==> src/rtl/uart_tx_arbiter_pkg.sv <==
// Shared state encoding, default sizes and helpers for the UART transmit arbiter.
package uart_tx_arbiter_pkg;

    localparam int DEFAULT_NREQ         = 2;
    localparam int DEFAULT_DBIT         = 8;
    localparam int DEFAULT_HOLD_TIMEOUT = 1023;

    typedef enum logic [1:0] {
        IDLE = 2'b00,
        WAIT = 2'b01,
        HOLD = 2'b10
    } arb_state_e;

    // Width of an index into n requesters; never narrower than one bit.
    function automatic int idx_width(input int n);
        return (n > 1) ? $clog2(n) : 1;
    endfunction

endpackage

==> src/rtl/uart_tx_arbiter_if.sv <==
// Requester-side and transmitter-side signals of the UART transmit arbiter.
interface uart_tx_arbiter_if
    import uart_tx_arbiter_pkg::*;
#(
    parameter int NREQ = DEFAULT_NREQ,
    parameter int DBIT = DEFAULT_DBIT
);

    logic [NREQ-1:0]      req;
    logic [NREQ*DBIT-1:0] din;
    logic [NREQ-1:0]      last;
    logic [NREQ-1:0]      ack;
    logic [NREQ-1:0]      grant;
    logic                 tx_start;
    logic [DBIT-1:0]      tx_data;
    logic                 tx_done_tick;
    logic                 busy;
    logic                 timeout_err;

    // master = requesters plus the transmitter; slave = the arbiter itself
    modport master (
        output req, din, last, tx_done_tick,
        input  ack, grant, tx_start, tx_data, busy, timeout_err
    );

    modport slave (
        input  req, din, last, tx_done_tick,
        output ack, grant, tx_start, tx_data, busy, timeout_err
    );

endinterface

==> src/rtl/uart_tx_arbiter_rr_priority_pick.sv <==
// Round-robin pick: first requester after ptr (modulo NREQ) that is asserting req.
module rr_priority_pick
    import uart_tx_arbiter_pkg::*;
#(
    parameter  int NREQ = DEFAULT_NREQ,
    localparam int PW   = idx_width(NREQ)
) (
    input  logic [NREQ-1:0] req,
    input  logic [PW-1:0]   ptr,
    output logic [NREQ-1:0] winner,
    output logic            valid
);

    logic [PW-1:0] cand;

    always_comb begin
        winner = '0;
        valid  = 1'b0;
        cand   = ptr;
        // Walk ptr+1, ptr+2, ... wrapping at NREQ; ptr itself is visited last.
        for (int k = 0; k < NREQ; k++) begin
            cand = (cand == PW'(NREQ - 1)) ? '0 : cand + 1'b1;
            if (!valid && req[cand]) begin
                winner[cand] = 1'b1;
                valid        = 1'b1;
            end
        end
    end

endmodule

==> src/rtl/uart_tx_arbiter.sv <==
// Shares one UART transmitter between NREQ requesters, round-robin, packet-atomic.
module uart_tx_arbiter
    import uart_tx_arbiter_pkg::*;
#(
    parameter int NREQ         = DEFAULT_NREQ,
    parameter int DBIT         = DEFAULT_DBIT,
    parameter int HOLD_TIMEOUT = DEFAULT_HOLD_TIMEOUT
) (
    input logic              clk,
    input logic              reset,
    uart_tx_arbiter_if.slave bus
);

    localparam int PW = idx_width(NREQ);
    localparam int CW = $clog2(HOLD_TIMEOUT + 1);

    arb_state_e      state_q, state_nxt;
    logic [NREQ-1:0] grant_q, grant_nxt;
    logic [NREQ-1:0] ack_q, ack_nxt;
    logic            tx_start_q, tx_start_nxt;
    logic [DBIT-1:0] tx_data_q, tx_data_nxt;
    logic            lastflag_q, lastflag_nxt;
    logic            timeout_q, timeout_nxt;
    logic            busy_q;
    logic [PW-1:0]   ptr_q, ptr_nxt;
    logic [CW-1:0]   hold_cnt_q, hold_cnt_nxt;

    logic [NREQ-1:0] pick;
    logic            pick_valid;
    logic [DBIT-1:0] pick_data, own_data;
    logic            pick_last, own_req, own_last, ack_pending;
    logic [PW-1:0]   own_idx;

    rr_priority_pick #(.NREQ(NREQ)) u_pick (
        .req    (bus.req),
        .ptr    (ptr_q),
        .winner (pick),
        .valid  (pick_valid)
    );

    // One-hot selection of the candidate's and the owner's byte and index.
    always_comb begin
        pick_data = '0;
        own_data  = '0;
        own_idx   = '0;
        for (int i = 0; i < NREQ; i++) begin
            if (pick[i]) begin
                pick_data = bus.din[i*DBIT +: DBIT];
            end
            if (grant_q[i]) begin
                own_data = bus.din[i*DBIT +: DBIT];
                own_idx  = PW'(i);
            end
        end
    end

    assign pick_last   = |(pick & bus.last);
    assign own_req     = |(grant_q & bus.req);
    assign own_last    = |(grant_q & bus.last);
    assign ack_pending = |ack_q;

    always_comb begin
        // NOTE: every signal driven here gets a default first, so no path can infer a latch.
        state_nxt    = state_q;
        grant_nxt    = grant_q;
        ack_nxt      = '0;
        tx_start_nxt = 1'b0;
        tx_data_nxt  = tx_data_q;
        lastflag_nxt = lastflag_q;
        ptr_nxt      = ptr_q;
        hold_cnt_nxt = hold_cnt_q;
        timeout_nxt  = timeout_q;

        case (state_q)
            IDLE: begin
                // During the ack cycle req still shows the byte just sent; ignore it.
                if (pick_valid && !ack_pending) begin
                    grant_nxt    = pick;
                    tx_data_nxt  = pick_data;
                    lastflag_nxt = pick_last;
                    tx_start_nxt = 1'b1;
                    state_nxt    = WAIT;
                end
            end

            WAIT: begin
                // A done tick alongside tx_start belongs to nothing we started.
                if (bus.tx_done_tick && !tx_start_q) begin
                    ack_nxt = grant_q;
                    if (lastflag_q) begin
                        ptr_nxt   = own_idx;
                        grant_nxt = '0;
                        state_nxt = IDLE;
                    end else begin
                        hold_cnt_nxt = '0;
                        state_nxt    = HOLD;
                    end
                end
            end

            HOLD: begin
                if (own_req && !ack_pending) begin
                    tx_data_nxt  = own_data;
                    lastflag_nxt = own_last;
                    tx_start_nxt = 1'b1;
                    hold_cnt_nxt = '0;
                    state_nxt    = WAIT;
                end else if (hold_cnt_q == CW'(HOLD_TIMEOUT - 1)) begin
                    timeout_nxt  = 1'b1;
                    ptr_nxt      = own_idx;
                    grant_nxt    = '0;
                    hold_cnt_nxt = '0;
                    state_nxt    = IDLE;
                end else begin
                    hold_cnt_nxt = hold_cnt_q + 1'b1;
                end
            end

            default: begin
                grant_nxt = '0;
                state_nxt = IDLE;
            end
        endcase
    end

    always_ff @(posedge clk or negedge reset) begin
        if (!reset) begin
            state_q    <= IDLE;
            grant_q    <= '0;
            ack_q      <= '0;
            tx_start_q <= 1'b0;
            tx_data_q  <= '0;
            lastflag_q <= 1'b0;
            timeout_q  <= 1'b0;
            busy_q     <= 1'b0;
            ptr_q      <= PW'(NREQ - 1);
            hold_cnt_q <= '0;
        end else begin
            // NOTE: state uses non-blocking assignments so every register sees pre-edge values.
            state_q    <= state_nxt;
            grant_q    <= grant_nxt;
            ack_q      <= ack_nxt;
            tx_start_q <= tx_start_nxt;
            tx_data_q  <= tx_data_nxt;
            lastflag_q <= lastflag_nxt;
            timeout_q  <= timeout_nxt;
            busy_q     <= (state_nxt != IDLE);
            ptr_q      <= ptr_nxt;
            hold_cnt_q <= hold_cnt_nxt;
        end
    end

    assign bus.grant       = grant_q;
    assign bus.ack         = ack_q;
    assign bus.tx_start    = tx_start_q;
    assign bus.tx_data     = tx_data_q;
    assign bus.busy        = busy_q;
    assign bus.timeout_err = timeout_q;

endmodule

==> src/flat_wrapper.sv <==
// flat-port wrapper written by rule: the top's interface ports become plain ports
module uart_tx_arbiter_flat import uart_tx_arbiter_pkg::*;
#(
    parameter int NREQ         = DEFAULT_NREQ,
    parameter int DBIT         = DEFAULT_DBIT,
    parameter int HOLD_TIMEOUT = DEFAULT_HOLD_TIMEOUT
)
  (clk, reset, bus_req, bus_din, bus_last, bus_tx_done_tick, bus_ack, bus_grant, bus_tx_start, bus_tx_data, bus_busy, bus_timeout_err);
  uart_tx_arbiter_if #(.NREQ(NREQ), .DBIT(DBIT)) bus_i ();
  input logic clk;
  input logic reset;
  input wire logic [$bits(bus_i.req)-1:0] bus_req;
  input wire logic [$bits(bus_i.din)-1:0] bus_din;
  input wire logic [$bits(bus_i.last)-1:0] bus_last;
  input wire logic [$bits(bus_i.tx_done_tick)-1:0] bus_tx_done_tick;
  output wire logic [$bits(bus_i.ack)-1:0] bus_ack;
  output wire logic [$bits(bus_i.grant)-1:0] bus_grant;
  output wire logic [$bits(bus_i.tx_start)-1:0] bus_tx_start;
  output wire logic [$bits(bus_i.tx_data)-1:0] bus_tx_data;
  output wire logic [$bits(bus_i.busy)-1:0] bus_busy;
  output wire logic [$bits(bus_i.timeout_err)-1:0] bus_timeout_err;
  assign bus_i.req = bus_req;
  assign bus_i.din = bus_din;
  assign bus_i.last = bus_last;
  assign bus_i.tx_done_tick = bus_tx_done_tick;
  assign bus_ack = bus_i.ack;
  assign bus_grant = bus_i.grant;
  assign bus_tx_start = bus_i.tx_start;
  assign bus_tx_data = bus_i.tx_data;
  assign bus_busy = bus_i.busy;
  assign bus_timeout_err = bus_i.timeout_err;
  uart_tx_arbiter #(.NREQ(NREQ), .DBIT(DBIT), .HOLD_TIMEOUT(HOLD_TIMEOUT)) u_core (.clk(clk), .reset(reset), .bus(bus_i));
endmodule
==> config.mk <==
export PLATFORM = sky130hd
export DESIGN_NAME = uart_tx_arbiter_flat
export DESIGN_NICKNAME = d
export VERILOG_FILES = /design/src/rtl/uart_tx_arbiter_pkg.sv /design/src/rtl/uart_tx_arbiter_if.sv /design/src/rtl/uart_tx_arbiter_rr_priority_pick.sv /design/src/rtl/uart_tx_arbiter.sv /design/src/flat_wrapper.sv
export SDC_FILE = /design/constraint.sdc
export NUM_CORES = 1
export LEC_CHECK = 0
export ABC_CLOCK_PERIOD_IN_PS = 2300
export BUFFER_PORTS_ARGS = -buffer_cell sky130_fd_sc_hd__buf_2
export CORE_MARGIN = 3
export CORE_UTILIZATION = 25
export CTS_CLUSTER_SIZE = 16
export DETAILED_ROUTE_END_ITERATION = 8
export SETUP_SLACK_MARGIN = 0.05
export SYNTH_ARGS = -nofsm -noshare
export SYNTH_HDL_FRONTEND = slang
export SYNTH_SLANG_ARGS = --single-unit
==> constraint.sdc <==
create_clock -name clk -period 2.3 [get_ports clk]
set_input_delay 0.115 -clock clk [delete_from_list [all_inputs] [get_ports clk]]
set_output_delay 0.115 -clock clk [all_outputs]
set_load 0.01 [all_outputs]
* Word level (Yosys, flattened, before mapping)
Index checks and enable logic that the tools add are counted.
Widths: inputs -> output; s select.
** Word-level totals
- Output and inout port bits :: 15
- Input port bits :: 23
- Flip-flop bits (word level) :: 29
** Cells by class
- Multiplexer cells :: 52
- Bitwise gates (word level) :: 5
- Add/sub/neg operators :: 3
- Reduce and logical (&&, ||, !) cells :: 22
- Magnitude comparators :: 4
- Equal/unequal tests :: 10
** Operators with widths (number)
- $mux 8 :: 6
- $mux 10 :: 4
- $mux 2 :: 14
- $pmux 10 s2 :: 1
- $mux 1 :: 19
- $pmux 8 s2 :: 1
- $pmux 2 s3 :: 2
- $add 10x1->10 const B :: 1
- $eq 10x10->1 const B :: 1
- $ne 2x1->1 const B :: 5
- $reduce_and 5->1 :: 2
- $reduce_and 3->1 :: 3
- $reduce_or 2->1 :: 4
- $and 2x2->2 :: 3
- $logic_and 1x1->1 :: 6
- $pmux 1 s2 :: 3
- $reduce_bool 2->1 :: 3
- $lt 1x2->1 const B :: 2
- $ne 2x2->1 const B :: 2
- $logic_not 1->1 :: 3
- $add 1x1->1 const B :: 2
- $demux 1 s1 :: 2
- $eq 2x1->1 const B :: 1
- $eq 2x2->1 const B :: 1
- other kinds (4) :: 5

* Depth between registers and ports, before layout
Gate-level depths: netlist of run 1.
- Depth after elaboration :: 14
- Depth in mapped cells :: 8

* By module
Synthesis of run 1 repeated with hierarchy kept, for this count alone.
** Second synthesis, totals
- Cells, all modules :: 177
- Area total of the unflattened synthesis :: 1759.2 um2
** By module, submodules not included
- uart_tx_arbiter :: sequential area each 726.9 um2, area each 1734.2 um2, cells each 173, instances 1
- rr_priority_pick :: sequential area each 0.0 um2, area each 25.0 um2, cells each 4, instances 1

* Worst setup path after synthesis of run 1
No wires, ideal clock.
- Path type :: reg-to-reg
- Start :: reg u_core.state_q[0]
- End :: reg u_core.busy_q (netlist: u_core.bus.busy)
- Path buffers :: 1
- Period minus slack after synthesis :: 1.637 ns
- Arrival time :: 1.503 ns
- Data required time :: 2.166 ns
- Slack :: 0.663 ns
- Stages on the path, launching flop included :: 8
- Path through :: dfrtp_1 inv_1 ha_1 inv_1 clkbuf_1 o21ai_1 o32ai_1 a21oi_1
** Between the ends
- Longest elaborated chain between the ends :: 4
- Elaborated cells between the ends (all ways) :: 9
- Those cells by class :: eq/ne (2); mux (5); reduce/logical (2)
** RTL lines
- from (decl) :: RTL line uart_tx_arbiter.sv:17 : arb_state_e state_q, state_nxt;
- from (signal assigned) :: RTL line uart_tx_arbiter.sv:140 : state_q <= state_nxt;
- $mux 2 :: RTL line uart_tx_arbiter.sv:108 : end else if (hold_cnt_q == CW'(HOLD_TIMEOUT - 1)) begin
- $mux 2 :: RTL line uart_tx_arbiter.sv:102 : if (own_req && !ack_pending) begin
- $pmux 2 s3 (*) :: RTL line uart_tx_arbiter.sv:74 : case (state_q)
- $reduce_bool 2->1 (*) :: RTL line uart_tx_arbiter.sv:147 : busy_q <= (state_nxt != IDLE);
- to (signal assigned) :: RTL line uart_tx_arbiter.sv:147
- to (decl) :: RTL line uart_tx_arbiter.sv:24 : logic busy_q;
Every way passes the cells marked *; elsewhere a longest branch is shown, timed or not.
A chain may end at the register's enable or synchronous reset.

* Worst setup path in the final report of run 1
- Start :: reg u_core.state_q[0]
- End :: reg u_core.lastflag_q
** Between the ends
- Longest elaborated chain between the ends :: 3
- Elaborated cells between the ends (all ways) :: 7
- Those cells by class :: eq/ne (3); mux (1); reduce/logical (3)
** RTL lines
- $eq 2x2->1 / $logic_not 2->1 (equally long branches) :: RTL line uart_tx_arbiter.sv:74
- $ne 2x1->1 (no source line) / $reduce_bool 2->1 (equally long branches)
- $reduce_and 3->1 (no source line)
- to (signal assigned) :: RTL line uart_tx_arbiter.sv:145 : lastflag_q <= lastflag_nxt;
- to (decl) :: RTL line uart_tx_arbiter.sv:22 : logic lastflag_q, lastflag_nxt;
Parallel ways exist; a longest one is shown, timed or not.

==> impl_results.md, run 1 <==
- R2R Path Start: u_core.state_q[0]
- Top Family by Delay on Critical Path: compound AO/OA/AOI/OAI gates
- Worst reg-to-reg path cell count: 5
- CP cell instances: inv_1 -> ha_1 -> buf_4 -> o211ai_2 -> o31ai_1
- Switching Fraction: 0.4045
- Clk_lat worst skew: roughly 0.28 ns
- Worst setup EP type: flip-flop
- Post-Synth Simple-Gate Area: 0.1861
- Layout cell share with drive strength beyond 1: 0.2655
- RSZ-0062 raised after global routing: false
- GRT Total Usage: 0.1221
- Setup CP Type: flip-flop to flip-flop
- Fmax: 546.4 MHz
- IO Pins: 38
- Cts hold-fix bufs: 1
- Post-synthesis register bit count: 29
- Post-CTS setup buffers: 0
- CP max FO: 18
- DRT Wirelength: 4401 µm
- Post-route ant nets: 0
- WL/cell: 14.52 µm
- Gpl congestion: 0.7989
- Synth warn: 0
- Register area share after synthesis: 0.4307
- CP Data Arrival Time: ~2 ns
- CP max-delay cell: o211ai_2
- Slowest stage delay, CP: 0.59 ns
- Die height: slightly below 90 µm
- Netlist Area Pre-Place: between 1500 and 2000 µm²
- Worst-Margin Slew: 0.7307 ns
- Initial cell density of the core: 0.2613
- Reg-to-Reg End: u_core.lastflag_q
- First-iteration detailed-routing DRC count: 103
- # Max-Cap Violations: 0
- Final Hold Violating Endpoints: 0
- Clk_skew: 0.009064 ns
- Worst vdd ir: 0.0002820 V
- Die width: around 88 µm
- Setup TNS: 0 ns
- Fill cell total of the finished layout: ~680
- Min Tclk post-route: 1.830 ns
- N_diodes: 0
- Die area: a little under 8000 µm²
- Net Sw Power: 876.1 µW
- CP Data Required Time: between 2 and 2.5 ns
- Global-route wire length before repair: 7389 µm
- Pre-CTS setup slack: 0.4655 ns
- Clock power frac: 0.213
- # DRC: 0
- Power share of the combinational group: 0.444
- Vias: 1585
- H-tree level count: 2
- FP Rows: 29
- Final Setup Violations: 0
- Fin crit share: 0.7958
- HP Start: bus_din[6]
- Worst hold path type: input pin to flip-flop
- Max Slew Vio Count: 0
- Mapped Nets: 211
- Core Area: 6459 µm²
- Cells resized by post-CTS repair: 0
- Drt pass-1 iters: 5
- NumNets Final: approximately 250
- Run status: completed
- Antenna violations before repair: 0
- Clock Path Buffers: 2
- Cell internal pwr: 1.290 mW
- Post-Synth XOR/XNOR Area: 0
- GRT overflow: 0
- Clk sinks: 29
- Post-synthesis compound-gate area fraction: 0.2891
- P_leak: 0.9683 nW
- Avg Vias per Cell: 5.231
- Mean Syn Cell Area: 9.274 µm²
- Post-synth cell types: 40
- PortBufs: 37
- Adder-cell share of the synthesized area: 0.04448
- Pwr Density: 1036 nW/µm²
- Mux contribution to synthesized area: 0.006672
- CTS root buffer: clkbuf_8
- Worst Path Buf+Inv: 2
- Largest family of logic cells by synthesized area: compound AO/OA/AOI/OAI gates
- Crit path launch type: flip-flop
- Post-DP HPWL: 3170 µm
- Vias in the first global route: 1511
- Area Overhead vs Synth: 23.87%
- Setup WS post-layout: around 0.47 ns
- Rel. slew slack: 0.5114
- CTS tree: done
- Worst-path clk slew: 0.07 ns
- Sequential power share: 0.343
- Total CTS buffers: 5
- Largest net degree at the start of global routing: 30
- FF-to-FF setup slack: 0.47 ns
- Hold Path Depth: 3
- Hold-critical path endpoint: u_core.bus.tx_data[6]
- Mapped Cells: 182
[registers in the layout, summed over array words and instances, names as in the netlist]
name / flops
u_core.bus.tx_start: 1
u_core.lastflag_q: 1
u_core.ptr_q: 1
u_core.hold_cnt_q: 10
u_core.bus.busy: 1
u_core.bus.ack: 2
u_core.bus.tx_data: 8
u_core.bus.grant: 2
u_core.state_q: 2
u_core.bus.timeout_err: 1
[power groups by stage]
| stage | clock network (mW) | registers (mW) | logic (mW) |
|---|---|---|---|
| 3_3_place_gp | 0 | 0.749 | 0.965 |
| 4_1_cts | 0.479 | 0.743 | 0.973 |
| 2_1_floorplan | 0 | 0.783 | 0.615 |
| 5_1_grt | 0.502 | 0.762 | 1.11 |
| 3_5_place_dp | 0 | 0.752 | 0.967 |
| 6_report | 0.462 | 0.743 | 0.962 |
[layout make-up]
type / count / area (µm²) / share of cell area
multi-input cells: 135 / 888.4 / 0.4249
clock buffers: 7 / 96.34 / 0.04608
well taps: 77 / 96.34 / 0.04608
flip-flops and latches: 29 / 726.9 / 0.3477
clock inverters: 1 / 5.005 / 0.002394
repair buffers: 44 / 240.2 / 0.1149
inverters: 10 / 37.54 / 0.01795
[cell usage after synthesis (all sizes together)]
library cell	instances	share of area
nand3	9	0.027
nor3b	1	0.0044
o221ai	2	0.010
nor3	6	0.024
mux2	1	0.0067
o21ai	10	0.030
a21o	3	0.013
o31ai	10	0.044
inv	10	0.022
a221oi	18	0.093
buf	3	0.0096
nand2	21	0.047
o32ai	1	0.0052
or2	2	0.0089
ha	6	0.044
nor2b	2	0.0074
dfrtp	28	0.42
nand2b	1	0.0037
nand4	1	0.0074
a21boi	2	0.0089
a31o	1	0.0052
o2bb2ai	2	0.010
a211oi	1	0.0044
a311oi	1	0.0052
and3	2	0.0074
or3	1	0.0037
a22o	3	0.016
clkbuf	5	0.011
o41ai	2	0.010
o211ai	2	0.015
or4	1	0.0044
a21oi	6	0.018
nor2	17	0.041
dfstp	1	0.016
[stage by stage]
| step | total power [mW] | util | instances | hold slack (ns) | cell area [µm²] |
|---|---|---|---|---|---|
| finish | 2.166 | 0.3237 | 303 | 0.2125 | 2091 |
| detailed placement | 1.719 | 0.3065 | 294 | 0.2017 | 1979 |
| floorplan | 1.398 | - | 182 | -0.1806 | 1688 |
| global placement | 1.714 | 0.3065 | 294 | 0.1968 | 1979 |
| CTS | 2.194 | 0.3237 | 303 | 0.2089 | 2091 |
| global route | 2.374 | 0.3237 | 303 | 0.2297 | 2091 |
[cells in the final DEF (no fill, tap or decap), drive strengths merged, types with 2 or more instances in the layout]
cell,count
o221ai,2
buf,43
inv,10
or2,2
and3,2
nor3,6
nor2,17
o211ai,2
nand3,9
a21o,3
a22o,3
ha,6
a21oi,6
o41ai,2
o31ai,10
o21ai,10
nand2,21
clkbuf,7
a21boi,2
nor2b,2
a221oi,18
o2bb2ai,2
dfrtp,28
[worst register-to-register path, cell delays in order (launching register included)]
cell and delay (ns):
dfrtp_1 0.41, inv_1 0.08, ha_1 0.22, buf_4 0.19
o211ai_2 0.59, o31ai_1 0.19
[routing by layer]
layer  part of all wire  global-route usage  vias up
li1                   -                   -      775
met3              0.080             0.04139        2
met4             0.0032             0.02885        0
met2               0.44              0.1849       59
met1               0.48              0.1684      749
met5                  0                   0        -
[cell families (layout without fill, tap and decap cells)]
kind of cell             count (synthesis)  after routing
AO/OA/AOI/OAI                           64             64
adder cells (fa/ha/maj)                  6              6
buffers and inverters                   18             62
flip-flops                              29             29
multiplexers                             1              1
AND/OR/NAND/NOR                         64             64
[worst max path at each step]
stage / startpoint / end / slack [ns] / cells after the start
finish: u_core.state_q[0] / u_core.lastflag_q / 0.47 / 5
detailed placement: u_core.state_q[0] / u_core.lastflag_q / 0.47 / 5
global placement: u_core.state_q[0] / u_core.bus.tx_data[2] / 0.49 / 5
global route: u_core.state_q[0] / u_core.bus.tx_data[0] / 0.23 / 5
floorplan: u_core.state_q[0] / u_core.bus.busy / 0.66 / 7
CTS: u_core.state_q[0] / u_core.lastflag_q / 0.44 / 5
(Power assumes the default switching activity.)
==> run 2: changes to the inputs <==
ABC_AREA = 1   (was default)
ABC_CLOCK_PERIOD_IN_PS = 1570   (was 2300)
clock period = 1.57 ns   (was 2.3 ns; I/O delays follow)
==> run 2 against run 1 <==
  * Cell count is 36% higher
  * Total power is 100% higher
  * Global-route usage is 0.56 points lower
  * Worst setup slack worse by 0.37 ns
  * Clock skew is 0.0054 ns lower
  * Area after synthesis is 11% higher
  * First-iteration DRC count is 33% lower
  * Worst hold slack worse by 0.095 ns
  * Critical endpoint is now u_core.bus.grant[1]
==> impl_results.md, run 2 <==
- Vias: 1853
- Hold-critical path endpoint: u_core.lastflag_q
- Post-DP HPWL: 3515 µm
- PortBufs: 37
- Gpl congestion: 0.8606
- Worst setup EP type: flip-flop
- Die area: 8556 µm²
- Antenna violations before repair: 0
- Post-synthesis compound-gate area fraction: 0.1398
- Mapped Cells: 263
- Worst hold path type: input pin to flip-flop
- Hold Path Depth: 5
- N_diodes: 0
- Die width: around 93 µm
- Total power: around 4.4 mW
- Most frequent cells in the layout: 69 x nand2_1, 37 x buf_2, 33 x inv_1
- Reg-to-Reg End: u_core.bus.grant[1]
- Top reg by flops: u_core.hold_cnt_q
- GRT Total Usage: 0.1165
- Final instance area: about 2500 µm²
- Post-synth cell types: 29
- Post-synthesis register bit count: 29
- Pwr Density: ~1800 nW/µm²
- Final Hold Violating Endpoints: 0
- Synth Flop Type: dfrtp_1
- H-tree level count: 2
- Most common cell after layout, fill and taps aside: nand2_1
- Worst reg-to-reg path cell count: 9
- Total CTS buffers: 5
- RSZ-0062 raised after global routing: true
- Count leader, synth: nand2_1
- CTS root buffer: clkbuf_8
- Initial cell density of the core: 0.2665
- GRT overflow: 0
- Global-route wire length before repair: 8059 µm
- Drt pass-1 iters: 4
- # DRC: 0
- Rel. slew slack: 0.5577
- Post-synth EDFFs: 0
- Fin crit share: 0.9345
- Fmax: 681.6 MHz
- R2R Path Start: u_core.hold_cnt_q[0]
- Final Setup Violations: 0
- Pre-CTS setup slack: -0.04274 ns
- # Max-Cap Violations: 0
- NumNets Final: 344
- Run status: completed
- Post-synth ARST share: 1.000
- Layout cell share with drive strength beyond 1: 0.2952
- CP Data Arrival Time: 1.63 ns
- Final cell count without fillers: 411
- Register area share after synthesis: 0.3886
- CP max FO: 7
- Yosys top cell by area: dfrtp_1
- Post-Synth XOR/XNOR Area: 0.009365
- Netlist Area Pre-Place: approximately 1900 µm²
- Clk_lat worst skew: between 0.2 and 0.3 ns
- Setup CP Type: flip-flop to flip-flop
- CTS tree: done
- Total placed instance area: 2206 µm²
- Cells after DPL: around 400
- Synth warn: 0
- Clock Path Buffers: 2
- Die height: 92.50 µm
- Crit path launch type: flip-flop
- Clk sinks: 29
- Fin util: 0.3519
- Largest family of logic cells by synthesized area: simple AND/OR/NAND/NOR gates
- Top post-synthesis cells by area: dfrtp_1 37%, nand2_1 15%, a21oi_1 7.8%
- P_leak: 1.266 nW
- Mean Syn Cell Area: ~7.1 µm²
- Setup WS post-layout: 0.1029 ns
- Adder-cell share of the synthesized area: 0.04013
- Worst vdd ir: 0.0008385 V
- Mapped Nets: 292
- Worst-Margin Slew: 0.6635 ns
- Avg Vias per Cell: 4.509
- Top cells by count, synth: 73 x nand2_1, 38 x inv_1, 29 x a21oi_1, 28 x dfrtp_1, 24 x nor2_1
- Post-route ant nets: 0
- Max Slew Vio Count: 0
- WL/cell: 12.08 µm
- Vias in the first global route: ~1700
- Clk_skew: roughly 0.0037 ns
- IO Pins: 38
- First-iteration detailed-routing DRC count: 69
- FF-to-FF setup slack: 0.10 ns
- Post-synth top area share: 0.3746
- Largest net degree at the start of global routing: 30
- Min Tclk post-route: 1.467 ns
- Area Overhead vs Synth: 32.04%
- Core Area: 7019 µm²
- Worst-path clk slew: 0.06 ns
- CP Data Required Time: around 1.7 ns
- Max reg flops: 10
- Post-Synth Simple-Gate Area: 0.3217
- FP Rows: 30
- DRT Wirelength: 4964 µm
- Mux contribution to synthesized area: 0
- HP Start: bus_last[1]
run 2: changes by cell type in the layout (fill, tap and decap cells not counted), sizes merged, moves of 3 or more:
cell,before,now
nand2,21,78
inv,10,40
a21oi,6,31
a221oi,18,0
nor2,17,27
o31ai,10,0
nand3,9,18
nand4,1,8
buf,43,48
o21ai,10,14
a21o,3,0
a22o,3,0
nor3,6,3
run 2: logic make-up (layout without fill, tap and decap cells):
| group | count (synthesis) | count (layout) |
|---|---|---|
| simple gates | 132 | 134 |
| compound gates | 48 | 48 |
| buf+inv | 46 | 96 |
| flops | 29 | 29 |
| fa+ha+maj | 6 | 6 |
| xor+xnor | 2 | 2 |
run 2: final cells by class:
| class | instances | area [µm²] |
|---|---|---|
| inverter | 40 | 152.6 |
| sequential | 29 | 728.2 |
| multi-input combinational | 190 | 1105 |
| clock buffer | 7 | 86.33 |
| fill | 743 | 4549 |
| timing repair buffer | 49 | 277.8 |
| tap | 96 | 120.1 |
run 2: layer usage:
| metal | global-route usage | vias up | share of wire |
|---|---|---|---|
| li1 | - | 953 | - |
| met1 | 0.1520 | 853 | 0.47 |
| met2 | 0.1921 | 41 | 0.48 |
| met3 | 0.02600 | 6 | 0.036 |
| met4 | 0.03465 | 0 | 0.013 |
| met5 | 0 | - | 0 |
run 2: report_power, final:
| part | switching (mW) | total [mW] | internal (mW) | leakage, nW |
|---|---|---|---|---|
| clock network | 0.269 | 0.616 | 0.347 | 0.0443 |
| logic | 1.64 | 2.65 | 1.01 | 0.842 |
| registers | 0.158 | 1.13 | 0.970 | 0.380 |
run 2: worst max-delay path by stage:
stage / startpoint / end / cells after the start / slack [ns]
after detailed placement: u_core.state_q[0] / u_core.hold_cnt_q[3] / 7 / -0.04
final: u_core.hold_cnt_q[0] / u_core.bus.grant[1] / 9 / 0.10
after floorplan: u_core.state_q[0] / u_core.bus.tx_data[3] / 10 / 0.1
after global placement: u_core.state_q[1] / u_core.hold_cnt_q[3] / 8 / -0.03
after global routing: u_core.hold_cnt_q[0] / u_core.bus.grant[1] / 9 / 0.009
after CTS: u_core.hold_cnt_q[0] / u_core.bus.grant[1] / 9 / 0.06
run 2: repair_timing:
action / CTS / global route
setup endpoints to repair: 14 / 23
hold buffers: 1 / 0
gates cloned: 1 / 1
gates resized for setup: 4 / 29
hold endpoints to repair: 28 / 0
pin swaps: 0 / 7
buffers inserted: 0 / 2
run 2: through the flow:
step / hold WS, ns / setup TNS, ns
final: 0.1179 / 0
after global routing: 0.1444 / 0
after CTS: 0.1013 / 0
after detailed placement: 0.1617 / -0.1082
after global placement: 0.1570 / -0.07022
after floorplan: -0.2171 / 0
run 2: critical path: stages (launching register included):
cell and delay, ns:
dfrtp_1 0.41, inv_2 0.10, ha_4 0.15, nand3_4 0.06
nor2_4 0.13, nand2_4 0.09, a21oi_4 0.21, nand3_2 0.10
nand2_1 0.06, nand2_1 0.05
